===== src/rtl/tdm_pkg.sv =====
// rtl/tdm_pkg.sv - shared state encoding and limits for the TDM demultiplexer
package tdm_pkg;

  typedef enum logic {
    ST_HUNT   = 1'b0,
    ST_LOCKED = 1'b1
  } tdm_state_e;

  localparam int MAX_CH    = 16;
  localparam int ERR_CNT_W = 16;

endpackage


===== src/rtl/tdm_ch_reg.sv =====
// rtl/tdm_ch_reg.sv - one channel output: load-enable data register plus one-cycle valid pulse
module tdm_ch_reg #(
  parameter int DATA_W = 8
) (
  input  logic              clk,
  input  logic              rst,
  input  logic              load,
  input  logic [DATA_W-1:0] d,
  output logic [DATA_W-1:0] q,
  output logic              valid
);

  always_ff @(posedge clk) begin
    if (rst) begin
      q     <= '0;
      valid <= 1'b0;
    end else begin
      valid <= load;
      if (load) q <= d;
    end
  end

endmodule


===== src/rtl/tdm_demux_1_n.sv =====
// rtl/tdm_demux_1_n.sv - 1:N TDM demux with HUNT/LOCKED frame alignment
// Optional: define TDM_DEMUX_ERR_CNT_EN to add a saturating err_count output.
module tdm_demux_1_n
  import tdm_pkg::*;
#(
  parameter int NUM_CH = 4,
  parameter int DATA_W = 8
) (
  input  logic                     clk,
  input  logic                     rst,
  input  logic                     in_valid,
  input  logic                     in_sync,
  input  logic [DATA_W-1:0]        in_data,
  output logic [NUM_CH*DATA_W-1:0] ch_data,
  output logic [NUM_CH-1:0]        ch_valid,
  output logic                     frame_done,
  output logic                     locked,
  output logic                     sync_err
`ifdef TDM_DEMUX_ERR_CNT_EN
  ,
  output logic [ERR_CNT_W-1:0]     err_count
`endif
);

  localparam int IDX_W = $clog2(NUM_CH);
  localparam logic [IDX_W-1:0] LAST_IDX = IDX_W'(NUM_CH - 1);
  localparam logic [IDX_W-1:0] ONE_IDX  = IDX_W'(1);

  tdm_state_e        state, nxt_state;
  logic [IDX_W-1:0]  ch_idx, nxt_idx;
  logic [NUM_CH-1:0] wr_en;
  logic              nxt_done, nxt_err;

  always_comb begin
    nxt_state = state;
    nxt_idx   = ch_idx;
    wr_en     = '0;
    nxt_done  = 1'b0;
    nxt_err   = 1'b0;
    if (in_valid) begin
      if (state == ST_HUNT) begin
        if (in_sync) begin
          wr_en[0]  = 1'b1;
          nxt_idx   = ONE_IDX;
          nxt_state = ST_LOCKED;
        end
      end else if (ch_idx == '0) begin
        if (in_sync) begin
          wr_en[0] = 1'b1;
          nxt_idx  = ONE_IDX;
        end else begin
          nxt_err   = 1'b1;
          nxt_state = ST_HUNT;
        end
      end else if (in_sync) begin
        // Early sync: resynchronise on this beat, abandoning the partial frame.
        nxt_err  = 1'b1;
        wr_en[0] = 1'b1;
        nxt_idx  = ONE_IDX;
      end else begin
        wr_en[ch_idx] = 1'b1;
        nxt_done      = (ch_idx == LAST_IDX);
        nxt_idx       = (ch_idx == LAST_IDX) ? '0 : ch_idx + ONE_IDX;
      end
    end
  end

  always_ff @(posedge clk) begin
    if (rst) begin
      state      <= ST_HUNT;
      ch_idx     <= '0;
      locked     <= 1'b0;
      frame_done <= 1'b0;
      sync_err   <= 1'b0;
    end else begin
      state      <= nxt_state;
      ch_idx     <= nxt_idx;
      locked     <= (nxt_state == ST_LOCKED);
      frame_done <= nxt_done;
      sync_err   <= nxt_err;
    end
  end

  for (genvar i = 0; i < NUM_CH; i++) begin : g_ch
    tdm_ch_reg #(.DATA_W(DATA_W)) u_ch_reg (
      .clk   (clk),
      .rst   (rst),
      .load  (wr_en[i]),
      .d     (in_data),
      .q     (ch_data[i*DATA_W +: DATA_W]),
      .valid (ch_valid[i])
    );
  end

`ifdef TDM_DEMUX_ERR_CNT_EN
  always_ff @(posedge clk) begin
    if (rst) begin
      err_count <= '0;
    end else if (nxt_err && (err_count != '1)) begin
      err_count <= err_count + 1'b1;
    end
  end
`endif

endmodule


===== config.mk =====
export PLATFORM = sky130hd
export DESIGN_NAME = tdm_demux_1_n
export DESIGN_NICKNAME = d
export VERILOG_FILES = /design/src/rtl/tdm_pkg.sv /design/src/rtl/tdm_ch_reg.sv /design/src/rtl/tdm_demux_1_n.sv
export SDC_FILE = /design/constraint.sdc
export NUM_CORES = 1
export LEC_CHECK = 0
export CAP_MARGIN = 40
export CELL_PAD_IN_SITES_DETAIL_PLACEMENT = 1
export CELL_PAD_IN_SITES_GLOBAL_PLACEMENT = 1
export CORE_MARGIN = 2
export CORE_UTILIZATION = 33
export CTS_CLUSTER_DIAMETER = 60
export DETAILED_ROUTE_END_ITERATION = 16
export GPL_ROUTABILITY_DRIVEN = 0
export PLACE_DENSITY = 0.82
export SETUP_SLACK_MARGIN = 0.05
export SLEW_MARGIN = 0
export SYNTH_ARGS = -nofsm -noshare
export SYNTH_HDL_FRONTEND = slang
export SYNTH_SLANG_ARGS = --single-unit

===== constraint.sdc =====
create_clock -name clk -period 2.3 [get_ports clk]
set_clock_uncertainty 0.15 [all_clocks]
set_input_delay 0.345 -clock clk [delete_from_list [all_inputs] [get_ports clk]]
set_output_delay 0.345 -clock clk [all_outputs]
set_load 0.005 [all_outputs]

[Word level (Yosys, flattened, before mapping)]
Index checks and enable logic that the tools add are counted.
Word-level totals
  bits of input ports: 12
  output and inout bits: 39
  word-level logic and storage cells: 41
  register bits: 41
Cells by class
  mux-type cells: 19
  $lt $le $gt $ge: 2
  reductions and logical operators: 4
  bitwise logic cells: 2
  add/subtract/negate cells: 1
  eq/ne operators: 1
Operators with widths (count)
  $mux 2: 5
  $mux 1: 9
  $mux 3: 3
  $reduce_or 5->1: 1
  $mux 4: 1
  $lt 2x3->1 const B: 1
  $reduce_or 3->1: 1
  $add 2x1->2 const B: 1
  $demux 1 s2: 1
  $eq 2x2->1 const B: 1
  $ge 2x1->1 const B: 1
  $logic_not 2->1: 1
  $not 1->1: 2
  $logic_and 1x1->1: 1

[Longest topological paths before layout]
Gate-level depths: netlist of run 1.
  depth in word-level cells: 8
  mapped depth: 7
  mapped depth without buffers: 5

[Cells and area by module]
From an unflattened synthesis of run 1, not the netlist that was laid out.
Unflattened totals
  cells, all modules: 145
  area total of the unflattened synthesis: 1554.0 µm²
By module, submodules not included
  tdm_ch_reg: instances 4, area each 312.8 µm², cells each 28, seq. area each 180.2 µm²
  tdm_demux_1_n: instances 1, area each 302.8 µm², cells each 33, seq. area each 100.1 µm²

[Least setup slack after synthesis of run 1]
No wires, ideal clock.
  kind: register to register
  from: register ch_idx[0]
  to: register g_ch[1].u_ch_reg.q[0]
  path slack: 0.590 ns
  required time: 2.078 ns
  buffers on the path: 2
  library setup time: 0.072 ns
  cell stages (with the launch flop): 8
  data arrival time: 1.489 ns
  clock period less this slack: 1.710 ns
  cells stage by stage: dfxtp_1 inv_1 ha_1 and4bb_1 buf_2 and2_1 buf_6 mux2i_1
On the way
  word-level cells in the longest chain between the ends: 8
  elaborated cells between the ends (all ways): 10
  classes of those cells: order compare: 2; mux: 6; reduce/logical: 2
Ends and longest elaborated chain
  start: declaration: RTL line tdm_demux_1_n.sv:30  | logic [IDX_W-1:0] ch_idx, nxt_idx;
  start signal: assignment: RTL line tdm_demux_1_n.sv:77  | ch_idx <= nxt_idx;
  $lt 2x3->1 (implied by the code) or $ge 2x1->1 (tied branches): RTL line tdm_demux_1_n.sv:61  | wr_en[ch_idx] = 1'b1;
  $logic_and 1x1->1 (implied by the code): RTL line tdm_demux_1_n.sv:61
  $mux 1 (implied by the code): RTL line tdm_demux_1_n.sv:61
  $demux 1 s2: RTL line tdm_demux_1_n.sv:61
  $mux 3: RTL line tdm_demux_1_n.sv:55  | end else if (in_sync) begin
  $mux 3 *: RTL line tdm_demux_1_n.sv:47  | end else if (ch_idx == '0) begin
  $mux 3 *: RTL line tdm_demux_1_n.sv:41  | if (state == ST_HUNT) begin
  $mux 4 *: RTL line tdm_demux_1_n.sv:40  | if (in_valid) begin
  end signal: assignment: RTL line tdm_ch_reg.sv:15  | q <= '0;
  end signal: assignment: RTL line tdm_ch_reg.sv:19  | if (load) q <= d;
  end: declaration: RTL line tdm_ch_reg.sv:9  | output logic [DATA_W-1:0] q,
Mark *: on every way between the ends. The rest lies on a longest branch, timed or not.
A chain may end at the register's enable or synchronous reset.

[Worst setup path after layout of run 1]
  from: register ch_idx[0]
  to: register g_ch[1].u_ch_reg.q[7]
The elaborated chain is that of the path after synthesis.

==> results of run 1 <==
[tightest hold or removal path, cell delays in order, from the launching register on]
cell	delay, ps
dfxtp_1	310
nand2_1	50
a21oi_1	50
[layout make-up]
class                           instances  area (um2)
Clock buffer                            8       80.08
Fill cell                             540        2490
Inverter                                3       11.26
Multi-Input combinational cell        111       675.6
Sequential cell                        41       820.8
Tap cell                               54       67.56
Timing Repair Buffer                   52       515.5
[worst paths after layout]
kind              slack (ps)                     to  depth (start not counted)                  start
setup / recovery         340  g_ch[1].u_ch_reg.q[7]                          6              ch_idx[0]
hold / removal           310  g_ch[0].u_ch_reg.q[2]                          2  g_ch[0].u_ch_reg.q[2]
setup reg to reg         340  g_ch[1].u_ch_reg.q[7]                          6              ch_idx[0]
hold reg to reg          310  g_ch[0].u_ch_reg.q[2]                          2  g_ch[0].u_ch_reg.q[2]
[cell usage after synthesis, drive strengths merged]
library cell  count  area [um2]
nor3              1       5.000
and4bb            1       12.51
nand4b            1       8.760
dfxtp            41       820.8
nand2            53       203.9
mux2i            24       240.2
and2              2       12.51
nand2b            2       12.51
buf               8       57.55
a211oi            3       22.52
ha                5       62.56
a21oi             9       45.04
inv               3       11.26
o21ai             2       10.01
xnor2             1       8.760
clkbuf            5       18.77
nor2              6       22.52
o41ai             1       8.760
[cells by family after synthesis]
| group | count (synthesis) | synth area share (%) |
|---|---|---|
| buf+inv | 16 | 5.529 |
| simple gates | 66 | 17.53 |
| fa+ha+maj | 5 | 3.949 |
| compound gates | 15 | 5.450 |
| xor+xnor | 1 | 0.5530 |
| flops | 41 | 51.82 |
| mux | 24 | 15.17 |
[routing by layer]
| metal | global-route usage [%] | wire length (um) | vias up |
|---|---|---|---|
| met3 | 3.018 | 169 | 7 |
| met4 | 7.407 | 75 | 0 |
| met5 | 0 | 0 | - |
| met2 | 26.23 | 1914 | 36 |
| li1 | - | - | 637 |
| met1 | 18.99 | 1815 | 621 |
[state kept, by name, indices dropped and copies added, names as in the netlist]
| register | flops |
|---|---|
| g_ch.u_ch_reg.q | 32 |
| g_ch.u_ch_reg.valid | 4 |
| ch_idx | 2 |
| frame_done | 1 |
| state | 1 |
| sync_err | 1 |
[report_power, final]
part | leakage [nW] | switching [mW] | internal, mW | total [mW]
sequential | 0.332 | 0.00640 | 0.719 | 0.725
combinational | 0.521 | 0.0491 | 0.0449 | 0.0940
clock | 0.0395 | 0.232 | 0.216 | 0.448
==> run_results.csv, run 1 <==
group,metric,value,unit
clock_network,cts_tree,"built",
yosys,syn-instance-count,168,
finish,layout.cells.non_filler,269,
clock_network,postCtsSetupRepairBufs,0,
route,dr.pass1.iters,4,
yosys,ys_types,23,
route,via_per_inst,4.836,
critical_path,crit_path_end_kind,"flop",
timing,setup_tns,0,ps
timing,slew_headroom,64.40,%
timing,finalHoldViolations,0,
floorplanning,start_util,33.99,%
place,place_area,2091,um2
power_and_ir_drop,ir_drop,0.0002242,V
finish,drive_gt1_share,4.651,%
place,io_buffers,50,
timing,tightestPinTransition,533.3,ps
finish,area_growth,37.05,%
clock_network,ctsRootBufferMaster,"clkbuf_8",
yosys,synthesis.nets,185,
finish,utilization,46.58,%
place,dpl.hpwl,2856,um
finish,fin_area,2171,um2
clock_network,ctsResizeCount,0,
yosys,ys_ff_latch,41,
critical_path,cp.buffers_inverters,2,
critical_path,slowest_delay,400,ps
route,wl_per_cell,14.77,um
clock_network,numCtsBuffers,5,
place,placed_cells,261,
critical_path,path_delay_family,"simple AND/OR/NAND/NOR gates",
floorplanning,die_w,73.28,um
global_routing,grt_pass1_wl,6251,um
power_and_ir_drop,p_leak,0.8923,nW
global_routing,grt-ovfl-total,0,
critical_path,worstPathArrival,2020,ps
route,route.detailed.drc,0,
timing,layout_min_cycle_time,1964,ps
critical_path,path_cells,"inv_1 -> ha_1 -> and4bb_1 -> and2_1 -> buf_4 -> mux2i_1",
finish,layout_commonest_cell,"nand2_1",
critical_path,worstPathMaxFanout,7,
critical_path,worstSetupPathType,"reg -> reg",
power_and_ir_drop,total_power,1.267,mW
finish,nets,231,
timing,fmax,509.3,MHz
place,pre_cts_slack,244.8,ps
timing,layout_setup_ws,336.5,ps
timing,setup_violations,0,
clock_network,cts_hold_repair.buffers,0,
route,via_count,1301,
floorplanning,die_y,73.28,um
route,finalWirelength,3974,um
yosys,ys_seq_area_share,51.82,%
power_and_ir_drop,p_per_area,583.7,nW/um2
yosys,yosysWarnings,0,
yosys,syn_area_per_cell,9.429,um2
critical_path,critPathRequiredTime,2360,ps
clock_network,cts-htree-levels,2,
timing,rsz0062_at_grt,"false",
finish,diodes,0,
floorplanning,fp.dieArea,5370,um2
global_routing,grtUsageTotal,15.57,%
global_routing,grt_antenna_before_repair,0,
finish,layout_common_cells,"nand2_1, clkdlybuf4s50_1, dfxtp_1, mux2i_1, a21oi_1",
timing,fin_crit_sh,85.37,%
route,drtIter0Drc,52,
clock_network,cts_max_path_buffers,2,
route,antenna_left,0,
timing,slew_viol_final,0,
job,cap_violations,0,
critical_path,critical_path.slowest_cell,"dfxtp_1",
min_path,hold_class,"reg -> reg",
global_routing,grt_max_degree,33,
global_routing,grt_pass1_vias,1279,
clock_network,clock-sinks,41,
floorplanning,placementRows,25,
timing,fin_hold_ws,309.9,ps
clock_network,clock_latency,280,ps
yosys,syn_area,1584,um2
floorplanning,pin_count,51,
clock_network,clk_pin_slew,70,ps
floorplanning,design.core.area,4661,um2
critical_path,start_kind,"flop",
run_status,status,"finished, final reports clean",
Power figures use the tool's default switching activity.
==> run 2, diff against run 1 <==
CTS_CLUSTER_SIZE = 25   (was not set)
==> results of run 2 <==
Final layout, timing and power as in run 1 (identical DEF).
